`src/rtl/sdio_fbr_pkg.sv`:
```
// Shared constants for the SDIO FBR bank: register offsets, FSM states and CSA pointer width.
package sdio_fbr_pkg;

    localparam logic [7:0] OFF_FUNC_IF   = 8'h00;
    localparam logic [7:0] OFF_PWR_SEL   = 8'h02;
    localparam logic [7:0] OFF_CIS_0     = 8'h09;
    localparam logic [7:0] OFF_CIS_1     = 8'h0A;
    localparam logic [7:0] OFF_CIS_2     = 8'h0B;
    localparam logic [7:0] OFF_CSA_PTR_0 = 8'h0C;
    localparam logic [7:0] OFF_CSA_PTR_1 = 8'h0D;
    localparam logic [7:0] OFF_CSA_PTR_2 = 8'h0E;
    localparam logic [7:0] OFF_CSA_DATA  = 8'h0F;
    localparam logic [7:0] OFF_BLK_LO    = 8'h10;
    localparam logic [7:0] OFF_BLK_HI    = 8'h11;
    localparam logic [7:0] OFF_LAST      = 8'h11;

    localparam int unsigned CSA_PTR_W = 24;

    typedef enum logic [1:0] {
        ST_IDLE     = 2'd0,
        ST_REG_RESP = 2'd1,
        ST_CSA_WAIT = 2'd2
    } fbr_state_e;

endpackage

```
`src/rtl/sdio_fbr_func_regs.sv`:
```
// Per-function FBR state: CSA enable, power select, clamped block size and CSA pointer.
module sdio_fbr_func_regs
    import sdio_fbr_pkg::*;
#(
    parameter logic        CSA_SUP            = 1'b0,
    parameter logic        SPS                = 1'b0,
    parameter int unsigned DEFAULT_BLOCK_SIZE = 256,
    parameter int unsigned MAX_BLOCK_SIZE     = 2048
) (
    input  logic                 clk,
    input  logic                 rst,
    input  logic                 i_wr_en,
    input  logic [7:0]           i_offset,
    input  logic [7:0]           i_wdata,
    input  logic                 i_ptr_inc,
    output logic                 o_csa_en,
    output logic [3:0]           o_pwr_mode,
    output logic [15:0]          o_block_size,
    output logic [CSA_PTR_W-1:0] o_csa_ptr
);

    logic                 csa_en_q, csa_en_d;
    logic [3:0]           pwr_mode_q, pwr_mode_d;
    logic [15:0]          blk_q, blk_d, blk_new;
    logic                 blk_wr;
    logic [CSA_PTR_W-1:0] ptr_q, ptr_d;

    always_comb begin
        csa_en_d   = csa_en_q;
        pwr_mode_d = pwr_mode_q;
        blk_d      = blk_q;
        blk_new    = blk_q;
        blk_wr     = 1'b0;
        ptr_d      = ptr_q;
        if (i_wr_en) begin
            case (i_offset)
                OFF_FUNC_IF:   csa_en_d = i_wdata[7] & CSA_SUP;
                OFF_PWR_SEL:   if (SPS) pwr_mode_d = i_wdata[7:4];
                OFF_CSA_PTR_0: ptr_d[7:0]   = i_wdata;
                OFF_CSA_PTR_1: ptr_d[15:8]  = i_wdata;
                OFF_CSA_PTR_2: ptr_d[23:16] = i_wdata;
                OFF_BLK_LO: begin
                    blk_new = {blk_q[15:8], i_wdata};
                    blk_wr  = 1'b1;
                end
                OFF_BLK_HI: begin
                    blk_new = {i_wdata, blk_q[7:0]};
                    blk_wr  = 1'b1;
                end
                default: ;
            endcase
        end
        // Each byte write forms a complete 16-bit value that is clamped on its own
        if (blk_wr) begin
            blk_d = (blk_new > 16'(MAX_BLOCK_SIZE)) ? 16'(MAX_BLOCK_SIZE) : blk_new;
        end
        if (i_ptr_inc) begin
            ptr_d = ptr_q + CSA_PTR_W'(1);
        end
    end

    always_ff @(posedge clk) begin
        if (rst) begin
            csa_en_q   <= 1'b0;
            pwr_mode_q <= '0;
            blk_q      <= 16'(DEFAULT_BLOCK_SIZE);
            ptr_q      <= '0;
        end else begin
            csa_en_q   <= csa_en_d;
            pwr_mode_q <= pwr_mode_d;
            blk_q      <= blk_d;
            ptr_q      <= ptr_d;
        end
    end

    assign o_csa_en     = csa_en_q;
    assign o_pwr_mode   = pwr_mode_q;
    assign o_block_size = blk_q;
    assign o_csa_ptr    = ptr_q;

endmodule

```
`src/rtl/sdio_fbr_bank.sv`:
```
// Multi-function FBR bank: CIA address decode, read mux, access FSM and CSA window with timeout.
module sdio_fbr_bank
    import sdio_fbr_pkg::*;
#(
    parameter int unsigned NUM_FUNCS          = 2,
    parameter logic [27:0] FUNC_TYPE          = 28'h0,
    parameter logic [6:0]  CSA_SUPPORT        = 7'h0,
    parameter logic [6:0]  SUPPORT_PWR_SEL    = 7'h0,
    parameter logic [23:0] CIS_BASE           = 24'h001000,
    parameter logic [23:0] CIS_STRIDE         = 24'h000100,
    parameter int unsigned DEFAULT_BLOCK_SIZE = 256,
    parameter int unsigned MAX_BLOCK_SIZE     = 2048,
    parameter int unsigned CSA_TIMEOUT        = 255
) (
    input  logic                    clk,
    input  logic                    rst,
    input  logic                    i_activate,
    input  logic                    i_write_flag,
    input  logic [16:0]             i_address,
    input  logic                    i_data_stb,
    input  logic [7:0]              i_data_in,
    output logic [7:0]              o_data_out,
    output logic                    o_data_rdy,
    output logic                    o_busy,
    output logic                    o_err,
    output logic [NUM_FUNCS-1:0]    o_csa_en,
    output logic [4*NUM_FUNCS-1:0]  o_pwr_mode,
    output logic [16*NUM_FUNCS-1:0] o_block_size,
    output logic                    o_csa_stb,
    output logic                    o_csa_we,
    output logic [2:0]              o_csa_func,
    output logic [23:0]             o_csa_addr,
    output logic [7:0]              o_csa_data,
    input  logic                    i_csa_ack,
    input  logic [7:0]              i_csa_data
);

    fbr_state_e state_q, state_d;
    logic [7:0]  data_out_q, data_out_d;
    logic        rdy_q, rdy_d, err_q, err_d;
    logic        csa_stb_q, csa_stb_d, csa_we_q, csa_we_d;
    logic [2:0]  csa_func_q, csa_func_d;
    logic [23:0] csa_addr_q, csa_addr_d;
    logic [7:0]  csa_data_q, csa_data_d;
    logic [15:0] tmo_cnt_q, tmo_cnt_d;

    logic [NUM_FUNCS-1:0] csa_en, wr_en, ptr_inc;
    logic [3:0]           pwr  [NUM_FUNCS];
    logic [15:0]          blk  [NUM_FUNCS];
    logic [23:0]          ptr  [NUM_FUNCS];

    logic [3:0]  func;
    logic [7:0]  offset;
    logic [2:0]  fidx;
    logic        addr_ok, accept, csa_hit;
    logic        sel_csa_en, sel_sup, sel_sps;
    logic [3:0]  sel_type, sel_pwr;
    logic [15:0] sel_blk;
    logic [23:0] sel_ptr, cis_ptr;
    logic [7:0]  rd_data;

    assign func    = i_address[11:8];
    assign offset  = i_address[7:0];
    assign fidx    = func[2:0] - 3'd1;
    assign addr_ok = (i_address[16:12] == 5'd0) && (func != 4'd0) &&
                     (func <= 4'(NUM_FUNCS)) && (offset <= OFF_LAST);
    assign accept  = i_activate & i_data_stb & (state_q == ST_IDLE);
    assign cis_ptr = CIS_BASE + 24'(fidx) * CIS_STRIDE;

    always_comb begin
        sel_csa_en = 1'b0;
        sel_sup    = 1'b0;
        sel_sps    = 1'b0;
        sel_type   = '0;
        sel_pwr    = '0;
        sel_blk    = '0;
        sel_ptr    = '0;
        for (int unsigned f = 0; f < NUM_FUNCS; f++) begin
            if (fidx == 3'(f)) begin
                sel_csa_en = csa_en[f];
                sel_sup    = CSA_SUPPORT[f];
                sel_sps    = SUPPORT_PWR_SEL[f];
                sel_type   = FUNC_TYPE[4*f +: 4];
                sel_pwr    = pwr[f];
                sel_blk    = blk[f];
                sel_ptr    = ptr[f];
            end
        end
    end

    always_comb begin
        rd_data = '0;
        case (offset)
            OFF_FUNC_IF:   rd_data = {sel_csa_en, sel_sup, 2'b00, sel_type};
            OFF_PWR_SEL:   rd_data = {sel_pwr, 3'b000, sel_sps};
            OFF_CIS_0:     rd_data = cis_ptr[7:0];
            OFF_CIS_1:     rd_data = cis_ptr[15:8];
            OFF_CIS_2:     rd_data = cis_ptr[23:16];
            OFF_CSA_PTR_0: rd_data = sel_ptr[7:0];
            OFF_CSA_PTR_1: rd_data = sel_ptr[15:8];
            OFF_CSA_PTR_2: rd_data = sel_ptr[23:16];
            OFF_BLK_LO:    rd_data = sel_blk[7:0];
            OFF_BLK_HI:    rd_data = sel_blk[15:8];
            default:       rd_data = '0;
        endcase
        if (!addr_ok) begin
            rd_data = '0;
        end
    end

    // A data-window access with CSA disabled falls through to the register path as an invalid access
    assign csa_hit = addr_ok && (offset == OFF_CSA_DATA) && sel_csa_en;

    always_comb begin
        state_d    = state_q;
        data_out_d = data_out_q;
        rdy_d      = 1'b0;
        err_d      = 1'b0;
        csa_stb_d  = csa_stb_q;
        csa_we_d   = csa_we_q;
        csa_func_d = csa_func_q;
        csa_addr_d = csa_addr_q;
        csa_data_d = csa_data_q;
        tmo_cnt_d  = tmo_cnt_q;
        wr_en      = '0;
        ptr_inc    = '0;
        case (state_q)
            ST_IDLE: begin
                if (accept) begin
                    if (csa_hit) begin
                        state_d    = ST_CSA_WAIT;
                        csa_stb_d  = 1'b1;
                        csa_we_d   = i_write_flag;
                        csa_func_d = func[2:0];
                        csa_addr_d = sel_ptr;
                        csa_data_d = i_data_in;
                        tmo_cnt_d  = '0;
                    end else begin
                        state_d    = ST_REG_RESP;
                        rdy_d      = 1'b1;
                        data_out_d = rd_data;
                        for (int unsigned f = 0; f < NUM_FUNCS; f++) begin
                            wr_en[f] = i_write_flag && addr_ok &&
                                       (offset != OFF_CSA_DATA) && (fidx == 3'(f));
                        end
                    end
                end
            end
            ST_REG_RESP: state_d = ST_IDLE;
            ST_CSA_WAIT: begin
                if (i_csa_ack) begin
                    state_d    = ST_IDLE;
                    rdy_d      = 1'b1;
                    csa_stb_d  = 1'b0;
                    data_out_d = csa_we_q ? 8'h00 : i_csa_data;
                    for (int unsigned f = 0; f < NUM_FUNCS; f++) begin
                        ptr_inc[f] = (csa_func_q == 3'(f + 1));
                    end
                end else if (tmo_cnt_q == 16'(CSA_TIMEOUT - 1)) begin
                    state_d    = ST_IDLE;
                    rdy_d      = 1'b1;
                    err_d      = 1'b1;
                    csa_stb_d  = 1'b0;
                    data_out_d = 8'h00;
                end else begin
                    tmo_cnt_d = tmo_cnt_q + 16'd1;
                end
            end
            default: state_d = ST_IDLE;
        endcase
    end

    always_ff @(posedge clk) begin
        if (rst) begin
            state_q    <= ST_IDLE;
            data_out_q <= '0;
            rdy_q      <= 1'b0;
            err_q      <= 1'b0;
            csa_stb_q  <= 1'b0;
            csa_we_q   <= 1'b0;
            csa_func_q <= '0;
            csa_addr_q <= '0;
            csa_data_q <= '0;
            tmo_cnt_q  <= '0;
        end else begin
            state_q    <= state_d;
            data_out_q <= data_out_d;
            rdy_q      <= rdy_d;
            err_q      <= err_d;
            csa_stb_q  <= csa_stb_d;
            csa_we_q   <= csa_we_d;
            csa_func_q <= csa_func_d;
            csa_addr_q <= csa_addr_d;
            csa_data_q <= csa_data_d;
            tmo_cnt_q  <= tmo_cnt_d;
        end
    end

    for (genvar g = 0; g < NUM_FUNCS; g++) begin : g_func
        sdio_fbr_func_regs #(
            .CSA_SUP            (CSA_SUPPORT[g]),
            .SPS                (SUPPORT_PWR_SEL[g]),
            .DEFAULT_BLOCK_SIZE (DEFAULT_BLOCK_SIZE),
            .MAX_BLOCK_SIZE     (MAX_BLOCK_SIZE)
        ) u_regs (
            .clk          (clk),
            .rst          (rst),
            .i_wr_en      (wr_en[g]),
            .i_offset     (offset),
            .i_wdata      (i_data_in),
            .i_ptr_inc    (ptr_inc[g]),
            .o_csa_en     (csa_en[g]),
            .o_pwr_mode   (pwr[g]),
            .o_block_size (blk[g]),
            .o_csa_ptr    (ptr[g])
        );
        assign o_pwr_mode[4*g +: 4]    = pwr[g];
        assign o_block_size[16*g +: 16] = blk[g];
    end

    assign o_csa_en   = csa_en;
    assign o_data_out = data_out_q;
    assign o_data_rdy = rdy_q;
    assign o_err      = err_q;
    assign o_busy     = (state_q != ST_IDLE);
    assign o_csa_stb  = csa_stb_q;
    assign o_csa_we   = csa_we_q;
    assign o_csa_func = csa_func_q;
    assign o_csa_addr = csa_addr_q;
    assign o_csa_data = csa_data_q;

endmodule

```
`config.mk`:
```
export PLATFORM = sky130hd
export DESIGN_NAME = sdio_fbr_bank
export DESIGN_NICKNAME = d
export VERILOG_FILES = /design/src/rtl/sdio_fbr_pkg.sv /design/src/rtl/sdio_fbr_func_regs.sv /design/src/rtl/sdio_fbr_bank.sv
export SDC_FILE = /design/constraint.sdc
export NUM_CORES = 1
export LEC_CHECK = 0
export BUFFER_PORTS_ARGS = -buffer_cell sky130_fd_sc_hd__buf_2
export CAP_MARGIN = 20
export CORE_MARGIN = 2
export CORE_UTILIZATION = 39
export CTS_CLUSTER_DIAMETER = 60
export CTS_CLUSTER_SIZE = 25
export DETAILED_ROUTE_END_ITERATION = 8
export GPL_ROUTABILITY_DRIVEN = 0
export SYNTH_ARGS = -nofsm -noshare
export SYNTH_HDL_FRONTEND = slang
export SYNTH_SLANG_ARGS = --single-unit
```
`constraint.sdc`:
```
create_clock -name clk -period 2.41 [get_ports clk]
set_input_delay 0 -clock clk [delete_from_list [all_inputs] [get_ports clk]]
set_output_delay 0 -clock clk [all_outputs]
set_load 0.005 [all_outputs]
```
### Yosys cells after proc, flatten, opt, wreduce, memory -nomap -nowiden

Index checks and enable logic that the tools add are counted.

| word-level totals | value |
|---|---|
| memories kept | 0 |
| bits in latches | 0 |
| memory bits (read-only) | 0 |
| memory bits (writable) | 0 |
| flip-flop bits (word level) | 109 |

| cells by class | value |
|---|---|
| eq/ne operators | 16 |
| bitwise logic cells | 4 |
| multiply operators | 0 |
| shifts and indexed selects | 0 |
| $add $sub $neg | 3 |
| magnitude comparators | 4 |
| reductions and logical operators | 25 |
| div/mod/pow operators | 0 |
| multiplexer cells | 40 |

Operators with widths:

| operator | count |
|---|---|
| 16-bit 2-to-1 mux | 9 |
| 24-bit 2-to-1 mux | 4 |
| 16-bit case mux with 2 select lines | 2 |
| 8-bit case mux with 8 select lines | 1 |
| 8-bit 2-to-1 mux | 7 |
| 8-bit by 4-bit == test with 1-bit output (second input constant) | 6 |
| 16-bit by 12-bit > comparator with 1-bit output (second input constant) | 2 |
| 16-bit by 1-bit adder with 16-bit output (second input constant) | 1 |
| 16-bit by 8-bit == test with 1-bit output (second input constant) | 1 |
| 8-bit by 5-bit == test with 1-bit output (second input constant) | 2 |
| 8-bit case mux with 2 select lines | 1 |
| 13-bit by 11-bit adder with 14-bit output (first input constant) | 1 |
| 2-bit AND reduction | 7 |
| 2-bit 2-to-1 mux | 5 |
| 1-bit 2-to-1 mux | 9 |
| 8-bit by 5-bit less-or-equal comparator with 1-bit output (second input constant) | 1 |
| 8-bit by 4-bit inequality test with 1-bit output (second input constant) | 1 |
| 1-bit logical AND | 7 |
| 2-bit inequality test (second input constant) | 3 |
| 5-bit zero test | 1 |
| 5-bit AND reduction | 1 |
| 4-bit by 2-bit less-or-equal comparator with 1-bit output (second input constant) | 1 |
| 2-bit case mux with 2 select lines | 1 |
| 4-bit AND reduction | 1 |
| 14 further kinds | 17 |

### Longest topological paths before layout

Gate-level depths: netlist of the first run.

| depth | value |
|---|---|
| depth in word-level cells | 12 |
| depth in mapped cells | 10 |
| depth with buffers taken out | 9 |

### Modules after synthesis

A second synthesis of the first run with hierarchy kept.

| second synthesis, totals | value |
|---|---|
| cell total of the unflattened synthesis | 1081 |
| area, all modules | 8230.4 µm² |

Modules (own cells, without submodules):

| module | instances | cells an instance | sequential area each (µm²) | area each (µm²) |
|---|---|---|---|---|
| sdio_fbr_func_regs | 2 | 257 | 800.8 | 2144.6 |
| sdio_fbr_bank | 1 | 567 | 1301.2 | 3941.3 |

### Least setup slack after synthesis of the first run

No wires, ideal clock.

| timing | value |
|---|---|
| kind | register to register |
| start point | register g_func[0].u_regs.blk_q[12] |
| end point | register g_func[0].u_regs.blk_q[0] |
| cell stages (with the launch flop) | 7 |
| library setup time | 0.060 ns |
| required time | 2.350 ns |
| slack | 0.145 ns |
| arrival | 2.205 ns |
| period minus slack after synthesis | 2.265 ns |
| path buffers | 0 |
| cells stage by stage | dfxtp_1 -> or4_1 -> or4_1 -> nor3_1 -> o22ai_2 -> a311oi_4 -> a22o_1 |

| between the ends | value |
|---|---|
| cells in the longest elaborated chain, start to end | 4 |

RTL lines:

| what | line | RTL |
|---|---|---|
| start: declaration | sdio_fbr_func_regs.sv:24 | `logic [15:0] blk_q, blk_d, blk_new;` |
| start signal: assignment | sdio_fbr_func_regs.sv:66 | `blk_q <= 16'(DEFAULT_BLOCK_SIZE);` |
| start signal: assignment | sdio_fbr_func_regs.sv:71 | `blk_q <= blk_d;` |
| 16-bit case mux with 2 select lines | sdio_fbr_func_regs.sv:36 | `case (i_offset)` |
| 16-bit 2-to-1 mux (*) | sdio_fbr_func_regs.sv:35 | `if (i_wr_en) begin` |
| 16-bit by 12-bit > comparator with 1-bit output (*) | sdio_fbr_func_regs.sv:55 | `blk_d = (blk_new > 16'(MAX_BLOCK_SIZE)) ? 16'(MAX_BLOCK_SIZE) : blk_new;` |
| 16-bit 2-to-1 mux (*) | sdio_fbr_func_regs.sv:55 |  |

Every way passes the cells marked *; elsewhere a longest branch is shown, timed or not.
A chain may end at the register's enable or synchronous reset.

### Worst setup path after layout of the first run

| timing | value |
|---|---|
| start point | register g_func[0].u_regs.blk_q[15] |
| end point | register g_func[0].u_regs.blk_q[4] |

Same word-level chain as after synthesis.

==> flow_summary_export.csv, run 1 <==
group,metric,value,unit
cells_and_area,final_util,48.14,%
setup_path,slowest_stage,"or4_4",
floorplan,die_h,112.7,microns
clock_network,clk_transition_reported_paths,60,ps
timing,post-route-period-util,98.89,%
floorplan,die-area,12710,sq um
grt,grt_pass1_vias,4157,
routing,post_drt_wl_per_cell,18.31,microns
cells_and_area,design_area,5520,sq um
synth,syn_inst,557,
cells_and_area,multiInputGateArea,2539,sq um
grt,grt_pass1_wl,22.27,mm
cells_and_area,seqCellArea,1803,sq um
grt,grt_use_total,22.68,%
power,vdd_ir_drop_max,265.2,uV
placement,dp_hpwl,10.61,mm
flow_run,max_cap_viol_count,0,
timing,slew_headroom,52.39,%
routing,vias_per_cell,5.593,
synth,synth_xor_area_share,0.1900,%
synth,synthMuxAreaShare,4.369,%
power,pwr_density_cell,540.3,nW/um^2
cells_and_area,mostFrequentLayoutCell,"nand2_1",
routing,via_count,4491,
min_path,hold_path_class,"in -> reg",
setup_path,cp.required,2700,ps
timing,max_freq,0.4196,GHz
synth,synth_area_per_cell,8.278,sq um
floorplan,io_pins,129,
setup_path,endpoint_kind,"register",
clock_network,cts_buffer_depth,2,
cells_and_area,layout_common_cells,"102 x nand2_1, 89 x dfxtp_1, 71 x buf_2",
routing,routed_wl,14.70,mm
timing,setup_viol,0,
clock_network,htreeDepth,3,
power,p_total,2.983,mW
synth,synth_compound_area_share,20.57,%
setup_path,worstPathArrival,2670,ps
routing,final_antenna_net_count,0,
clock_network,cts_inserted_buffers,9,
timing,setup_tns,0,ps
timing,worstMarginPinSlew,714.1,ps
synth,ys_async_sr_fraction,0,%
floorplan,start_util,40.21,%
setup_path,slowest_delay,540,ps
timing,timing.final.ws_setup,26.79,ps
grt,grt_max_degree,36,
routing,drt_first_pass_iters,5,
synth,synth_top_area_share,39.08,%
timing,fin_skew,5.727,ps
power,leakage,2.276,nW
clock_network,clk-insertion-delay-late,340,ps
synth,synth.largest_area_cell,"dfxtp_1",
setup_path,cp_max_fo,7,
grt,grt-ovfl-total,0,
setup_path,worstPathCellList,"or4_4 > or4_4 > mux2i_4 > o22ai_4 > a311oi_4 > buf_6 > a22o_1",
setup_path,start_kind,"register",
setup_path,crit_top_cell,"or4_4",
placement,pre_cts_slack,-66.11,ps
timing,maxSlewViolCount,0,
placement,io_buffers,71,
floorplan,rows,39,
clock_network,clock-sinks,90,
cells_and_area,nets,698,
clock_network,clockRootBuffer,"clkbuf_16",
timing,period_needed,2383,ps
cells_and_area,antenna_cells,0,
placement,dpl_cell_area,5175,sq um
synth,synth_top_family_by_area,"simple AND/OR/NAND/NOR gates",
synth,seq_area_frac_synth,39.08,%
grt,antenna_found_initial,0,
cells_and_area,drive_above_1_share,22.42,%
timing,rsz0062_at_grt,"true",
synth,synthAdderAreaFrac,1.085,%
clock_network,tritoncts,"built",
synth,synth-edff-count,0,
cells_and_area,fillCellCount,1128,
timing,hold_violations,0,
synth,synth_area,4611,sq um
synth,yosysWarningCount,0,
setup_path,cp.buffers_inverters,1,
setup_path,worstSetupPathType,"reg -> reg",
routing,drt-initial-drc-count,382,
cells_and_area,syn_to_final_growth,19.73,%
synth,synth-seq-cells,90,
setup_path,path_delay_family,"simple AND/OR/NAND/NOR gates",
floorplan,die_w,112.7,microns
synth,synth_ff_type,"dfxtp_1",
floorplan,core_region_area,11470,sq um
routing,drc,0,
synth,synthTopCellsByArea,"dfxtp_1 39%, nand2_1 8.3%, buf_4 8.0%, a22oi_1 5.4%, a21oi_1 5.1%",
synth,synthSimpleGateAreaFrac,24.07,%
run_status,status,"completed",
synth,synth_cell_type_count,55,
==> registers in the layout, indices dropped and copies added (netlist names) <==
register and count:
state_q 1, g_func.u_regs.o_csa_ptr 48, o_data_rdy 1, o_data_out 8
g_func.u_regs.o_block_size 32
==> cell usage after synthesis (all sizes together) (5+ instances only) <==
cell type,n
mux2i,19
o21ai,10
nand2,102
a22o,16
inv,6
o22ai,17
a21oi,47
a22oi,33
nor4,13
clkbuf,23
nor3,12
buf,51
nor2,37
or4,5
and3,8
nand3,13
dfxtp,90
and2,6
==> layout make-up <==
| class | instances | area share [%] |
|---|---|---|
| multi-input combinational | 434 | 45.99 |
| sequential | 90 | 32.66 |
| timing repair buffer | 114 | 12.87 |
| clock buffer | 14 | 4.601 |
| tap | 143 | 3.241 |
| inverter | 6 | 0.4080 |
| clock inverter | 2 | 0.2267 |
==> where the power goes <==
part           switching (mW)  internal (mW)  leakage (nW)
combinational           0.145         0.0605          1.42
sequential           0.000317           1.49         0.725
clock                   0.562          0.727         0.127
==> repair_timing <==
action,CTS,global route
pin swaps,2,10
setup endpoints to repair,5,9
hold buffers,0,0
buffers inserted,4,1
resized for setup,1,10
endpoints found under the hold margin,0,0
==> tightest hold or removal path, cell delays in order <==
cell	delay [ps]
buf_2	180
nand2_1	80
a21oi_1	60
==> kinds of logic (layout without fill, tap and decap cells) <==
family                     after synthesis  count (layout)
and+or+nand+nor                        220             220
AOI/OAI and AO/OA                      141             141
buffers and inverters                   80             136
adders and majority gates                4               4
muxes                                   20              20
other                                    1              48
xor gates and xnor gates                 1               1
DFF                                     90              90
==> routing by layer <==
metal / vias to the layer above / global-route usage [%] / wire length [microns]
li1: 2102 / - / -
met1: 2122 / 29.27 / 6275
met2: 225 / 36.45 / 6710
met3: 42 / 4.339 / 1169
met4: 0 / 11.22 / 545
met5: - / 0 / 0
==> final timing paths <==
kind                                     startpoint                                to  slack (ps)  cells past startpoint
setup / recovery  g_func[0].u_regs.o_block_size[15]  g_func[0].u_regs.o_block_size[4]          30                      7
hold / removal                         i_data_in[5]    g_func[0].u_regs.o_csa_ptr[13]          20                      3
setup reg to reg  g_func[0].u_regs.o_block_size[15]  g_func[0].u_regs.o_block_size[4]          30                      7
hold reg to reg                       o_data_out[0]                     o_data_out[0]         450                      2
==> metrics by stage <==
| stage | cells | hold slack [ps] |
|---|---|---|
| 3_3_place_gp | 783 | 366.1 |
| 6_report | 803 | 20.04 |
| 3_5_place_dp | 783 | 372.7 |
| 5_1_grt | 803 | 33.36 |
| 4_1_cts | 803 | 13.11 |
| 2_1_floorplan | 604 | 83.67 |
(Power assumes the default switching activity.)
==> run 2, diff against run 1 <==
--- a/config.mk
+++ b/config.mk
@@ -5,7 +5,8 @@
 export SDC_FILE = /design/constraint.sdc
 export NUM_CORES = 1
 export LEC_CHECK = 0
-export BUFFER_PORTS_ARGS = -buffer_cell sky130_fd_sc_hd__buf_2
+export ABC_AREA = 1
+export BUFFER_PORTS_ARGS = -buffer_cell sky130_fd_sc_hd__buf_4
 export CAP_MARGIN = 20
 export CORE_MARGIN = 2
 export CORE_UTILIZATION = 39
==> run 2 against run 1 <==
  * Die area up 11%
  * Largest cell class unchanged
  * First-iteration DRC count up 0.79%
  * Synthesized cell count up 33%
==> flow_summary_export.csv, run 2 <==
group,metric,value,unit
setup_path,crit_start,"state_q[0]",
routing,drc,0,
cells_and_area,mostFrequentLayoutCell,"nand2_1",
setup_path,cp.required,2680,ps
floorplan,die-area,14050,sq um
setup_path,rr_startpoint,"state_q[0]",
clock_network,cts_buffer_depth,2,
flow_run,max_cap_viol_count,0,
power,p_int,2.263,mW
clock_network,htreeDepth,3,
cells_and_area,antenna_cells,0,
clock_network,clk_transition_reported_paths,70,ps
timing,worstMarginPinSlew,565.5,ps
routing,routed_wl,15.91,mm
timing,slew_headroom,61.95,%
power,sw_frac_of_total,25.44,%
timing,rsz0062_at_grt,"false",
timing,fin_skew,9.023,ps
setup_path,cp_max_fo,12,
synth,synth_area,5116,sq um
synth,synth-edff-count,0,
clock_network,clk-insertion-delay-late,350,ps
clock_network,cts_inserted_buffers,9,
timing,setup_tns,0,ps
grt,grt_use_total,22.16,%
synth,synth_cell_type_count,39,
grt,grt-ovfl-total,0,
synth,seq_area_frac_synth,35.22,%
routing,final_antenna_net_count,0,
grt,grt_max_degree,53,
placement,io_buffers,71,
setup_path,worstPathArrival,2540,ps
timing,setup_viol,0,
cells_and_area,layout_common_cells,"168 x nand2_1, 108 x nor2_1, 91 x buf_4",
clock_network,tritoncts,"built",
placement,dpl_cell_area,5723,sq um
power,pwr_density_cell,502.3,nW/um^2
grt,grt_pass1_vias,4731,
power,p_switching,772.2,uW
synth,synth.largest_area_cell,"dfxtp_1",
clock_network,clock-sinks,90,
synth,yosysWarningCount,0,
routing,via_count,5109,
timing,maxSlewViolCount,0,
cells_and_area,largest_reg_flops,48,
timing,hold_violations,0,
floorplan,core_region_area,12720,sq um
synth,synthTopCellsByArea,"dfxtp_1 35%, nand2_1 12%, nor2_1 8.0%, buf_4 7.2%, a211oi_1 7.0%",
power,seq_power_share,49.0,%
routing,drt_first_pass_iters,5,
synth,synth.most_common_cell,"nand2_1",
setup_path,worstSetupPathType,"reg -> reg",
grt,antenna_found_initial,0,
synth,syn_inst,740,
synth,synth-seq-cells,90,
power,leakage,2.693,nW
floorplan,rows,41,
cells_and_area,design_area,6043,sq um
routing,vias_per_cell,5.171,
cells_and_area,nets,854,
synth,ys_async_sr_fraction,0,%
grt,grt_pass1_wl,24.42,mm
floorplan,io_pins,129,
placement,dp_hpwl,11.89,mm
synth,synth_ff_type,"dfxtp_1",
min_path,hp-start,"rst",
run_status,status,"completed",
cells_and_area,syn_to_final_growth,18.12,%
setup_path,start_kind,"register",
power,vdd_ir_drop_max,301.1,uV
floorplan,die_h,118.5,microns
synth,synth_top_area_share,35.22,%
timing,max_freq,0.4410,GHz
setup_path,endpoint_kind,"register",
cells_and_area,drive_above_1_share,16.91,%
synth,ys_top_cells_by_count,"170 x nand2_1, 109 x nor2_1, 90 x dfxtp_1",
routing,drt-initial-drc-count,385,
routing,post_drt_wl_per_cell,16.10,microns
timing,period_needed,2268,ps
floorplan,die_w,118.5,microns
synth,synth_area_per_cell,6.914,sq um
clock_network,clockRootBuffer,"clkbuf_16",
floorplan,start_util,40.21,%
timing,post-route-period-util,94.09,%
power,comb_power_share,6.6,%
min_path,hold_path_class,"in -> reg",
power,p_clk_share,44.4,%
## run 2: area by class of cell
class | count | area [sq um]
inverters | 62 | 232.7
fillers | 1319 | 6679
multi-input cells | 554 | 2780
clock buffers | 10 | 229.0
flip-flops and latches | 90 | 1802
clock inverters | 6 | 50.05
well taps | 172 | 215.2
repair buffers | 94 | 734.5
## run 2: cells by family after synthesis
group | after synthesis | share of synthesized area, %
adder cells (fa/ha/maj) | 4 | 0.9783
buffers and inverters | 143 | 14.75
other | 1 | 0.07330
AND/OR/NAND/NOR | 343 | 28.52
AO/OA/AOI/OAI | 159 | 20.47
flip-flops | 90 | 35.22
## run 2: worst paths after layout
kind                                           end  slack (ps)  cells past startpoint
setup / recovery  g_func[1].u_regs.o_block_size[0]         140                     14
hold / removal      g_func[1].u_regs.o_csa_ptr[18]          30                      2
setup reg to reg  g_func[1].u_regs.o_block_size[0]         140                     14
hold reg to reg                      o_data_out[7]         470                      2
## run 2: power groups by stage
stage	Clock, mW	Sequential (mW)	Combinational, mW
after global routing	1.43	1.49	0.218
after CTS	1.37	1.49	0.196
final	1.35	1.49	0.201
after detailed placement	0	1.52	0.196
after floorplan	0	1.52	0.158
after global placement	0	1.52	0.194
## run 2: critical path: stages (launching register included)
cell	delay, ps
dfxtp_1	310
nand3b_1	260
nor2_1	140
nand2_1	110
inv_1	110
nand2_4	80
nor2_4	130
buf_6	160
nand3_1	70
nand2_1	120
nand3_1	110
or2_1	270
nand2_4	150
nand2_1	70
a21oi_1	110
## run 2: metal layers
metal / vias to the layer above / routed length [microns] / part of all wire, % / track usage (%)
li1: 2499 / - / - / -
met1: 2344 / 6531 / 41 / 26.72
met2: 212 / 7539 / 47 / 36.57
met3: 54 / 978 / 6.1 / 3.041
met4: 0 / 860 / 5.4 / 14.88
met5: - / 0 / 0 / 0
## run 2: what timing repair did
| item | in CTS | in global routing |
|---|---|---|
| endpoints found under the setup margin | 0 | 22 |
| resized for setup | 0 | 10 |
| setup buffers | 0 | 0 |
| hold buffers | 0 | 0 |
## run 2: metrics by stage
step / hold slack (ps) / setup slack [ps] / std cells / power [mW] / utilization, %
finish: 28.37 / 142.3 / 988 / 3.035 / 47.50
CTS: 9.983 / 84.81 / 988 / 3.055 / 47.18
detailed placement: 377.8 / 62.01 / 972 / 1.718 / 44.98
global route: 36.61 / 4.369 / 988 / 3.132 / 47.50
floorplan: 238.3 / 475.5 / 787 / 1.680 / -
global placement: 379.7 / 167.6 / 972 / 1.716 / 44.98
